[src/rtl/mdu_pkg.sv]
// Shared encodings for the multiply/divide unit: opcodes, FSM states and
// the fixed quotient returned on divide-by-zero.
package mdu_pkg;
  localparam logic [1:0] MDU_MULT  = 2'd0;
  localparam logic [1:0] MDU_MULTU = 2'd1;
  localparam logic [1:0] MDU_DIV   = 2'd2;
  localparam logic [1:0] MDU_DIVU  = 2'd3;

  typedef logic [1:0] mdu_state_t;
  localparam mdu_state_t ST_IDLE = 2'd0;
  localparam mdu_state_t ST_MUL  = 2'd1;
  localparam mdu_state_t ST_DIV  = 2'd2;
  localparam mdu_state_t ST_FIX  = 2'd3;

  // Sliced down to WIDTH by the user; covers operand widths up to 128.
  localparam int MDU_MAX_WIDTH = 128;
  localparam logic [MDU_MAX_WIDTH-1:0] MDU_DIV0_Q = '1;
endpackage

[src/rtl/muldiv_unit_if.sv]
// Request/result bundle between the execute stage and the multiply/divide unit.
// Handshake: a request is taken on the rising edge where start=1, cancel=0 and
// busy=0; while stall=1 the requester holds start/op/a/b steady. done is a
// one-cycle pulse marking new hi/lo; cancel aborts whatever is in flight.
interface muldiv_unit_if #(parameter int WIDTH = 32);
  logic             start;
  logic [1:0]       op;
  logic [WIDTH-1:0] a;
  logic [WIDTH-1:0] b;
  logic             cancel;
  logic             busy;
  logic             stall;
  logic             done;
  logic [WIDTH-1:0] hi;
  logic [WIDTH-1:0] lo;

  modport master (output start, op, a, b, cancel, input busy, stall, done, hi, lo);
  modport slave  (input start, op, a, b, cancel, output busy, stall, done, hi, lo);
endinterface

[src/rtl/muldiv_div_core.sv]
// Radix-2 restoring divider on unsigned magnitudes: one quotient bit per step,
// WIDTH steps after a load. last flags the step that completes the quotient.
module muldiv_div_core #(
  parameter int WIDTH = 32
) (
  input  logic             clk,
  input  logic             rst,
  input  logic             load,
  input  logic             step,
  input  logic [WIDTH-1:0] dividend,
  input  logic [WIDTH-1:0] divisor,
  output logic [WIDTH-1:0] quotient,
  output logic [WIDTH-1:0] remainder,
  output logic             last
);
  localparam int CW = $clog2(WIDTH) + 1;

  logic [WIDTH-1:0] rem;
  logic [WIDTH-1:0] quo;
  logic [WIDTH-1:0] dvs;
  logic [CW-1:0]    count;
  logic [WIDTH:0]   rem_shift;
  logic [WIDTH:0]   diff;

  // quo starts as the dividend and is shifted out into the partial remainder.
  assign rem_shift = {rem, quo[WIDTH-1]};
  assign diff      = rem_shift - {1'b0, dvs};

  always_ff @(posedge clk) begin
    if (rst) begin
      rem   <= '0;
      quo   <= '0;
      dvs   <= '0;
      count <= '0;
    end else if (load) begin
      rem   <= '0;
      quo   <= dividend;
      dvs   <= divisor;
      count <= '0;
    end else if (step) begin
      if (diff[WIDTH]) begin
        rem <= rem_shift[WIDTH-1:0];
        quo <= {quo[WIDTH-2:0], 1'b0};
      end else begin
        rem <= diff[WIDTH-1:0];
        quo <= {quo[WIDTH-2:0], 1'b1};
      end
      count <= count + 1'b1;
    end
  end

  assign quotient  = quo;
  assign remainder = rem;
  assign last      = (count == CW'(WIDTH - 1));
endmodule

[src/rtl/muldiv_unit.sv]
// Multi-cycle MULT/MULTU/DIV/DIVU unit producing {hi, lo} for the HILO
// registers, with pipeline-flush cancel and defined divide corner cases.
module muldiv_unit
  import mdu_pkg::*;
#(
  parameter int WIDTH      = 32,
  parameter int MUL_STAGES = 2
) (
  input  logic         clk,
  input  logic         rst,
  muldiv_unit_if.slave bus,
  output logic [1:0]   fsm_state
);
  localparam int W   = WIDTH;
  localparam int MCW = (MUL_STAGES > 1) ? $clog2(MUL_STAGES) : 1;

  mdu_state_t       state;
  logic [1:0]       op_q;
  logic [W-1:0]     a_q, b_q;
  logic [W-1:0]     hi_q, lo_q;
  logic [MCW-1:0]   mul_cnt;
  logic             done_q;
  logic             accept;
  logic [W-1:0]     a_mag, b_mag;
  logic [W-1:0]     div_q, div_r;
  logic             div_last;
  logic [2*W-1:0]   mul_a, mul_b, product;
  logic [W-1:0]     fix_q, fix_r;

  assign accept = (state == ST_IDLE) && bus.start && !bus.cancel;

  // The divider sees magnitudes; signs are restored in FIX from the latched operands.
  assign a_mag = (bus.op == MDU_DIV && bus.a[W-1]) ? -bus.a : bus.a;
  assign b_mag = (bus.op == MDU_DIV && bus.b[W-1]) ? -bus.b : bus.b;

  muldiv_div_core #(.WIDTH(W)) u_div (
    .clk       (clk),
    .rst       (rst),
    .load      (accept && bus.op[1]),
    .step      (state == ST_DIV),
    .dividend  (a_mag),
    .divisor   (b_mag),
    .quotient  (div_q),
    .remainder (div_r),
    .last      (div_last)
  );

  // Extending to 2W bits first makes the low 2W bits of one unsigned multiply correct for both signednesses.
  assign mul_a   = (op_q == MDU_MULT) ? {{W{a_q[W-1]}}, a_q} : {{W{1'b0}}, a_q};
  assign mul_b   = (op_q == MDU_MULT) ? {{W{b_q[W-1]}}, b_q} : {{W{1'b0}}, b_q};
  assign product = mul_a * mul_b;

  always_comb begin
    fix_q = div_q;
    fix_r = div_r;
    if (op_q == MDU_DIV) begin
      if (a_q[W-1] ^ b_q[W-1]) fix_q = -div_q;
      if (a_q[W-1])            fix_r = -div_r;
    end
    if (b_q == '0) begin
      fix_q = MDU_DIV0_Q[W-1:0];
      fix_r = a_q;
    end else if (op_q == MDU_DIV && a_q == {1'b1, {(W-1){1'b0}}} && b_q == '1) begin
      fix_q = {1'b1, {(W-1){1'b0}}};
      fix_r = '0;
    end
  end

  always_ff @(posedge clk) begin
    if (rst) begin
      state   <= ST_IDLE;
      op_q    <= '0;
      a_q     <= '0;
      b_q     <= '0;
      mul_cnt <= '0;
      done_q  <= 1'b0;
      hi_q    <= '0;
      lo_q    <= '0;
    end else begin
      done_q <= 1'b0;
      if (bus.cancel) begin
        state <= ST_IDLE;
      end else begin
        case (state)
          ST_IDLE: if (bus.start) begin
            op_q    <= bus.op;
            a_q     <= bus.a;
            b_q     <= bus.b;
            mul_cnt <= '0;
            state   <= bus.op[1] ? ST_DIV : ST_MUL;
          end
          ST_MUL: if (mul_cnt == MCW'(MUL_STAGES - 1)) begin
            hi_q   <= product[2*W-1:W];
            lo_q   <= product[W-1:0];
            done_q <= 1'b1;
            state  <= ST_IDLE;
          end else begin
            mul_cnt <= mul_cnt + 1'b1;
          end
          ST_DIV: if (div_last) state <= ST_FIX;
          ST_FIX: begin
            hi_q   <= fix_r;
            lo_q   <= fix_q;
            done_q <= 1'b1;
            state  <= ST_IDLE;
          end
          default: state <= ST_IDLE;
        endcase
      end
    end
  end

  assign bus.busy  = (state != ST_IDLE);
  assign bus.stall = (bus.start & ~bus.cancel) | bus.busy;
  assign bus.done  = done_q;
  assign bus.hi    = hi_q;
  assign bus.lo    = lo_q;
  assign fsm_state = state;
endmodule

[src/flat_wrapper.sv]
// flat-port wrapper written by rule: the top's interface ports become plain ports
module muldiv_unit_flat import mdu_pkg::*;
#(
  parameter int WIDTH      = 32,
  parameter int MUL_STAGES = 2
)
  (clk, rst, fsm_state, bus_start, bus_op, bus_a, bus_b, bus_cancel, bus_busy, bus_stall, bus_done, bus_hi, bus_lo);
  muldiv_unit_if #(.WIDTH(WIDTH)) bus_i ();
  input  logic clk;
  input  logic rst;
  output logic [1:0] fsm_state;
  input wire logic [$bits(bus_i.start)-1:0] bus_start;
  input wire logic [$bits(bus_i.op)-1:0] bus_op;
  input wire logic [$bits(bus_i.a)-1:0] bus_a;
  input wire logic [$bits(bus_i.b)-1:0] bus_b;
  input wire logic [$bits(bus_i.cancel)-1:0] bus_cancel;
  output wire logic [$bits(bus_i.busy)-1:0] bus_busy;
  output wire logic [$bits(bus_i.stall)-1:0] bus_stall;
  output wire logic [$bits(bus_i.done)-1:0] bus_done;
  output wire logic [$bits(bus_i.hi)-1:0] bus_hi;
  output wire logic [$bits(bus_i.lo)-1:0] bus_lo;
  assign bus_i.start = bus_start;
  assign bus_i.op = bus_op;
  assign bus_i.a = bus_a;
  assign bus_i.b = bus_b;
  assign bus_i.cancel = bus_cancel;
  assign bus_busy = bus_i.busy;
  assign bus_stall = bus_i.stall;
  assign bus_done = bus_i.done;
  assign bus_hi = bus_i.hi;
  assign bus_lo = bus_i.lo;
  muldiv_unit #(.WIDTH(WIDTH), .MUL_STAGES(MUL_STAGES)) u_core (.clk(clk), .rst(rst), .bus(bus_i), .fsm_state(fsm_state));
endmodule
[config.mk]
export PLATFORM = sky130hd
export DESIGN_NAME = muldiv_unit_flat
export DESIGN_NICKNAME = d
export VERILOG_FILES = /design/src/rtl/mdu_pkg.sv /design/src/rtl/muldiv_unit_if.sv /design/src/rtl/muldiv_div_core.sv /design/src/rtl/muldiv_unit.sv /design/src/flat_wrapper.sv
export SDC_FILE = /design/constraint.sdc
export NUM_CORES = 2
export LEC_CHECK = 0
export ABC_AREA = 1
export ABC_CLOCK_PERIOD_IN_PS = 15400
export CAP_MARGIN = 20
export CORE_UTILIZATION = 45
export DETAILED_ROUTE_END_ITERATION = 8
export PLACE_DENSITY_LB_ADDON = 0.15
export REMOVE_ABC_BUFFERS = 1
export SLEW_MARGIN = 10
export SYNTH_ARGS = -nofsm -noshare
export SYNTH_HDL_FRONTEND = slang
export SYNTH_SLANG_ARGS = --single-unit
[constraint.sdc]
create_clock -name clk -period 15.4 [get_ports clk]
set_input_delay 1.54 -clock clk [delete_from_list [all_inputs] [get_ports clk]]
set_output_delay 1.54 -clock clk [all_outputs]
set_load 0.005 [all_outputs]
======== Yosys cells after proc, flatten, opt, wreduce, memory -nomap -nowiden ========
Cells that the tools add are included.
Widths: inputs -> output; s select.
cells by class
  multiplexer cells ....................... 30
  add/sub/neg operators ................... 7
  equality and inequality tests ........... 11
  $mul .................................... 1
  reductions and logical operators ........ 21
  bitwise operators ....................... 4
operator list
  operator              number
  $mux 32               15
  $mux 64               2
  $neg 32->32           4
  $pmux 32 s2           2
  $eq 32x32->1 const B  2
  $mul 64x64->64        1
  $sub 33x32->33        1
  $logic_not 32->1      1
  $reduce_and 3->1      4
  $eq 2x2->1 const B    4
  $mux 2                4
  $pmux 2 s4            1
  $reduce_bool 2->1     4
  $logic_and 1x1->1     7
  $add 6x1->6 const B   1
  $eq 6x5->1 const B    1
  $logic_not 2->1       2
  $mux 1                4
  $ne 2x1->1 const B    2
  $pmux 1 s2            2
  $reduce_or 2->1       2
  $eq 2x1->1 const B    1
  $ne 2x2->1 const B    1
  $add 1x1->1 const B   1
  other kinds (5)       5
word-level totals
  output and inout bits ................... 69
  input port bits ......................... 70
  bits in registers ....................... 236
  word-level logic and storage cells ...... 86

======== Depth between registers and ports, before layout ========
  depth after elaboration ................. 6
  gate-level depth with buffers ........... 42
  depth with buffers taken out ............ 41

======== Hierarchy ========
From an unflattened synthesis, not the netlist that was laid out.
unflattened totals
  cells, all modules ...................... 8735
  area, all modules ....................... 65880.7 µm²
modules (own cells, without submodules)
  module           area an instance (µm²)  times used  cells each
  muldiv_unit      58698.8                 1           7540
  muldiv_div_core  7181.9                  1           1195

======== Worst setup path after synthesis ========
OpenSTA, ideal clock, no wires.
  kind .................................... register to register
  start ................................... register u_core.op_q[0]
  end ..................................... register u_core.hi_q[31], in the netlist u_core.bus.hi[31]
  setup time .............................. 0.070 ns
  data arrival time ....................... 8.832 ns
  required time ........................... 15.330 ns
  buffers on the path ..................... 2
  cell stages (with the launch flop) ...... 36
  setup slack ............................. 6.498 ns
  cells stage by stage .................... dfxtp_1 -> nor2_4 -> inv_2 -> buf_1 -> buf_1 -> nor2_1 -> fa_1 -> inv_1 -> fa_1 -> inv_1 -> fa_1 -> inv_1 -> fa_1 -> inv_1 -> fa_1 -> fa_1 -> fa_1 -> inv_1 -> fa_1 -> inv_1 -> fa_1 -> inv_1 -> fa_1 -> inv_1 -> ha_1 -> a21oi_1 -> nor3_1 -> a211oi_1 -> nand2_1 -> nor2_1 -> nand2_1 -> a21oi_1 -> inv_1 -> nand2_1 -> nand3_1 -> a21oi_1
on the way
  cells in the longest elaborated chain, start to end .. 6
  elaborated cells on any way between the ends .. 12
RTL lines
  what                                                                    line                text
  start: declaration                                                      muldiv_unit.sv:18   logic [1:0] op_q;
  start signal: assignment                                                muldiv_unit.sv:86   op_q <= bus.op;
  parallel branches: the longest is 5 deep, another holds $mul 64x64->64  n/a
  $pmux 32 s2 *                                                           muldiv_unit.sv:84   case (state)
  end signal: assignment                                                  muldiv_unit.sv:93   hi_q <= product[2*W-1:W];
  end signal: assignment                                                  muldiv_unit.sv:102  hi_q <= fix_r;
  end: declaration                                                        muldiv_unit.sv:20   logic [W-1:0] hi_q, lo_q;
Every way passes the cells marked *. The select of a mux whose other input is x is not followed.
A chain may end at the register's enable or synchronous reset.

======== Worst setup path after layout ========
  start ................................... register u_core.op_q[0]
  end ..................................... register u_core.hi_q[26], in the netlist u_core.bus.hi[26]
Same word-level chain as after synthesis.

==> metrics.yaml <==
place_hpwl_um: 199000
postSynthCellCount: 8503
cpPeakStageDelay_ns: 0.91
worst-r2r-cell-count: 32
via_per_inst: 5.26
dr.pass1.iters: 6
synth_edf_count: 0
slew_violations: 0
cpMostUsedCell: "fa_1"
skew_ns: 0.0206
critPathCaptureType: "flop"
min_to: "u_core.u_div.dvs[26]"
fin_crit_sh_pct: 66.6
hp-class: "reg2reg"
numPortBuffers: 138
gr-usage-all-layers_pct: 33.8
finalSetupTns_ns: 0
setup_violations: 0
synthTopCellsByArea: "fa_1, inv_1, nand2_1, dfxtp_1, ha_1"
dieHeight_um: 382
globalplace.congestion: 1.00
drt_iter0_markers: 4670
fill_cells: 14600
cts_tree: "yes"
ir_drop_mv: 0.129
area.growth.synth_to_final_pct: 6.45
yosys_warnings: 0
cts_resized: 0
cts_made_buffers: 31
cp_max_fo: 12
hold_buffers: 0
seqCellArea_sq_um: 4750
power_leakage_nw: 38.6
slew_headroom_pct: 21.8
synthTopCellsByCount: "inv_1, nand2_1, fa_1, nor2_1, a21oi_1"
multiInputGateArea_sq_um: 49500
rrSetupSlack_ns: 5.14
critPathLaunch: "u_core.op_q[0]"
synth_ff_type: "dfxtp_1"
yosysMostFrequentCell: "inv_1"
grt_first_pass_wirelength_um: 366000
grt_max_degree: 80
synth.largest_area_cell: "fa_1"
start_util_pct: 45.3
cap_violations: 0
syn_area_sq_um: 64900
wirelength_um: 242000
critical_path_required_ns: 15.91
ios: 139
synth.distinct_cells: 58
rr_endpoint: "u_core.bus.hi[26]"
critPathKind: "reg2reg"
async_flop_share_pct: 0
hold_violations: 0
clk_path_buf_depth: 3
post-cts-setup-buffers: 0
tightest_slew_ns: 1.17
crit_path_start_kind: "flop"
drive_above_1_share_pct: 3.15
rsz0062_at_grt: "no"
hold_start: "u_core.u_div.dvs[26]"
whs_path_depth: 2
clk_latency_ns: 0.61
cp_slowest_cell: "fa_1"
drtAntennaViolNets: 0
antenna_found_initial: 10
cts_sinks: 236
min_period_ns: 10.26
die-area_sq_um: 146000
p_per_area_nw_per_um2: 85.8
root_buffer: "clkbuf_16"
vias: 54500
yosysSeqAreaShare_pct: 7.28
drc: 0
synth-seq-cells: 236
cts_max_level: 1
layout.nets: 10300
grt_pass1_vias: 57100
avgSynthCellArea_sq_um: 7.64
fmax_mhz: 97.4
worstPathArrival_ns: 10.78
wire_per_inst_um: 23.4
clk_pin_slew_ns: 0.06
core_area_sq_um: 143000
status: "finished clean"
power_w: 0.00593
synth_top_area_share_pct: 43.9
chipWidth_um: 382
r2r_start: "u_core.op_q[0]"
grt_overflow: 0
num_rows: 139
-- per-stage QoR --
stage                     hold slack (ns)  worst slack (ns)  area, sq um  utilization (%)  std cells
final                               0.454              5.14        69100             48.2      10300
after CTS                           0.455              5.20        69100             48.2      10300
after detailed placement            0.440              5.25        68100             47.5      10300
after global placement              0.431              5.25        68100             47.5      10300
after global routing                0.489              4.66        69100             48.2      10300
after floorplan                     0.418              6.29        63400                -       8133
-- worst max-delay path, delay by kind of cell (launching register included) --
| family | cells | cell delay [ns] |
|---|---|---|
| DFF | 1 | 0.35 |
| buffers and inverters | 8 | 1.32 |
| and+or+nand+nor | 12 | 2.08 |
| AOI/OAI and AO/OA | 1 | 0.31 |
| adders and majority gates | 11 | 6.03 |
-- registers in the layout, indices dropped and copies added (netlist names) --
signal,flops
u_core.a_q,32
u_core.bus.done,1
u_core.bus.lo,32
u_core.op_q,2
u_core.u_div.quotient,32
u_core.u_div.remainder,32
u_core.mul_cnt,1
u_core.u_div.dvs,32
u_core.fsm_state,2
u_core.bus.hi,32
u_core.b_q,32
u_core.u_div.count,6
-- per-layer routing --
| metal | up-vias | wire [um] | share of wire (%) | track usage, % |
|---|---|---|---|---|
| met5 | - | 74 | 0.031 | 0 |
| met4 | 10 | 9360 | 3.9 | 10.7 |
| met3 | 377 | 16700 | 6.9 | 4.35 |
| met2 | 1974 | 113000 | 46 | 55.1 |
| met1 | 27700 | 104000 | 43 | 46.6 |
| li1 | 24400 | - | - | - |
-- layout by cell type, fill, tap and decap left out, drive strengths merged, types with 4 or more instances in the layout --
cell,instances
xnor2,44
ha,342
o31ai,7
nor4,33
dfxtp,236
a31oi,20
clkdlybuf4s50,137
o21ai,319
a21oi,350
diode,5
xor2,90
and3,4
nor3,50
o22ai,19
clkbuf,43
clkinv,16
nand2,1865
or2,16
nor2,478
o21a,15
inv,2437
o21bai,10
nand3b,19
a21o,9
fa,1424
buf,114
nand4,59
nand3,234
o211ai,32
-- final cells by class --
class	instances	share of cell area, %
clock inverter	13	0.177
timing repair buffer	251	3.26
multi-input combinational	5455	71.7
sequential	236	6.87
tap	1903	3.45
inverter	2442	13.3
clock buffer	43	1.27
antenna	5	0.0181
-- where the power goes --
part           switching, W  leakage, nW  internal (W)  total, W
Sequential        0.0000507         1.93      0.000637  0.000688
Combinational       0.00301         36.2       0.00148   0.00449
Clock              0.000325        0.504      0.000430  0.000754
-- logic make-up after synthesis --
family / after synthesis / share of synthesized area, %
AO/OA/AOI/OAI: 794 / 6.59
XOR/XNOR: 134 / 1.81
adder cells (fa/ha/maj): 1766 / 50.5
buffers and inverters: 2812 / 16.5
flip-flops: 236 / 7.28
AND/OR/NAND/NOR: 2761 / 17.4
-- worst max path at each step --
stage,to,cells past startpoint
floorplan,u_core.bus.hi[30],31
global placement,u_core.bus.hi[26],32
detailed placement,u_core.bus.hi[26],32
CTS,u_core.bus.hi[26],32
global route,u_core.bus.hi[26],32
finish,u_core.bus.hi[26],32
Power figures use the tool's default switching activity.
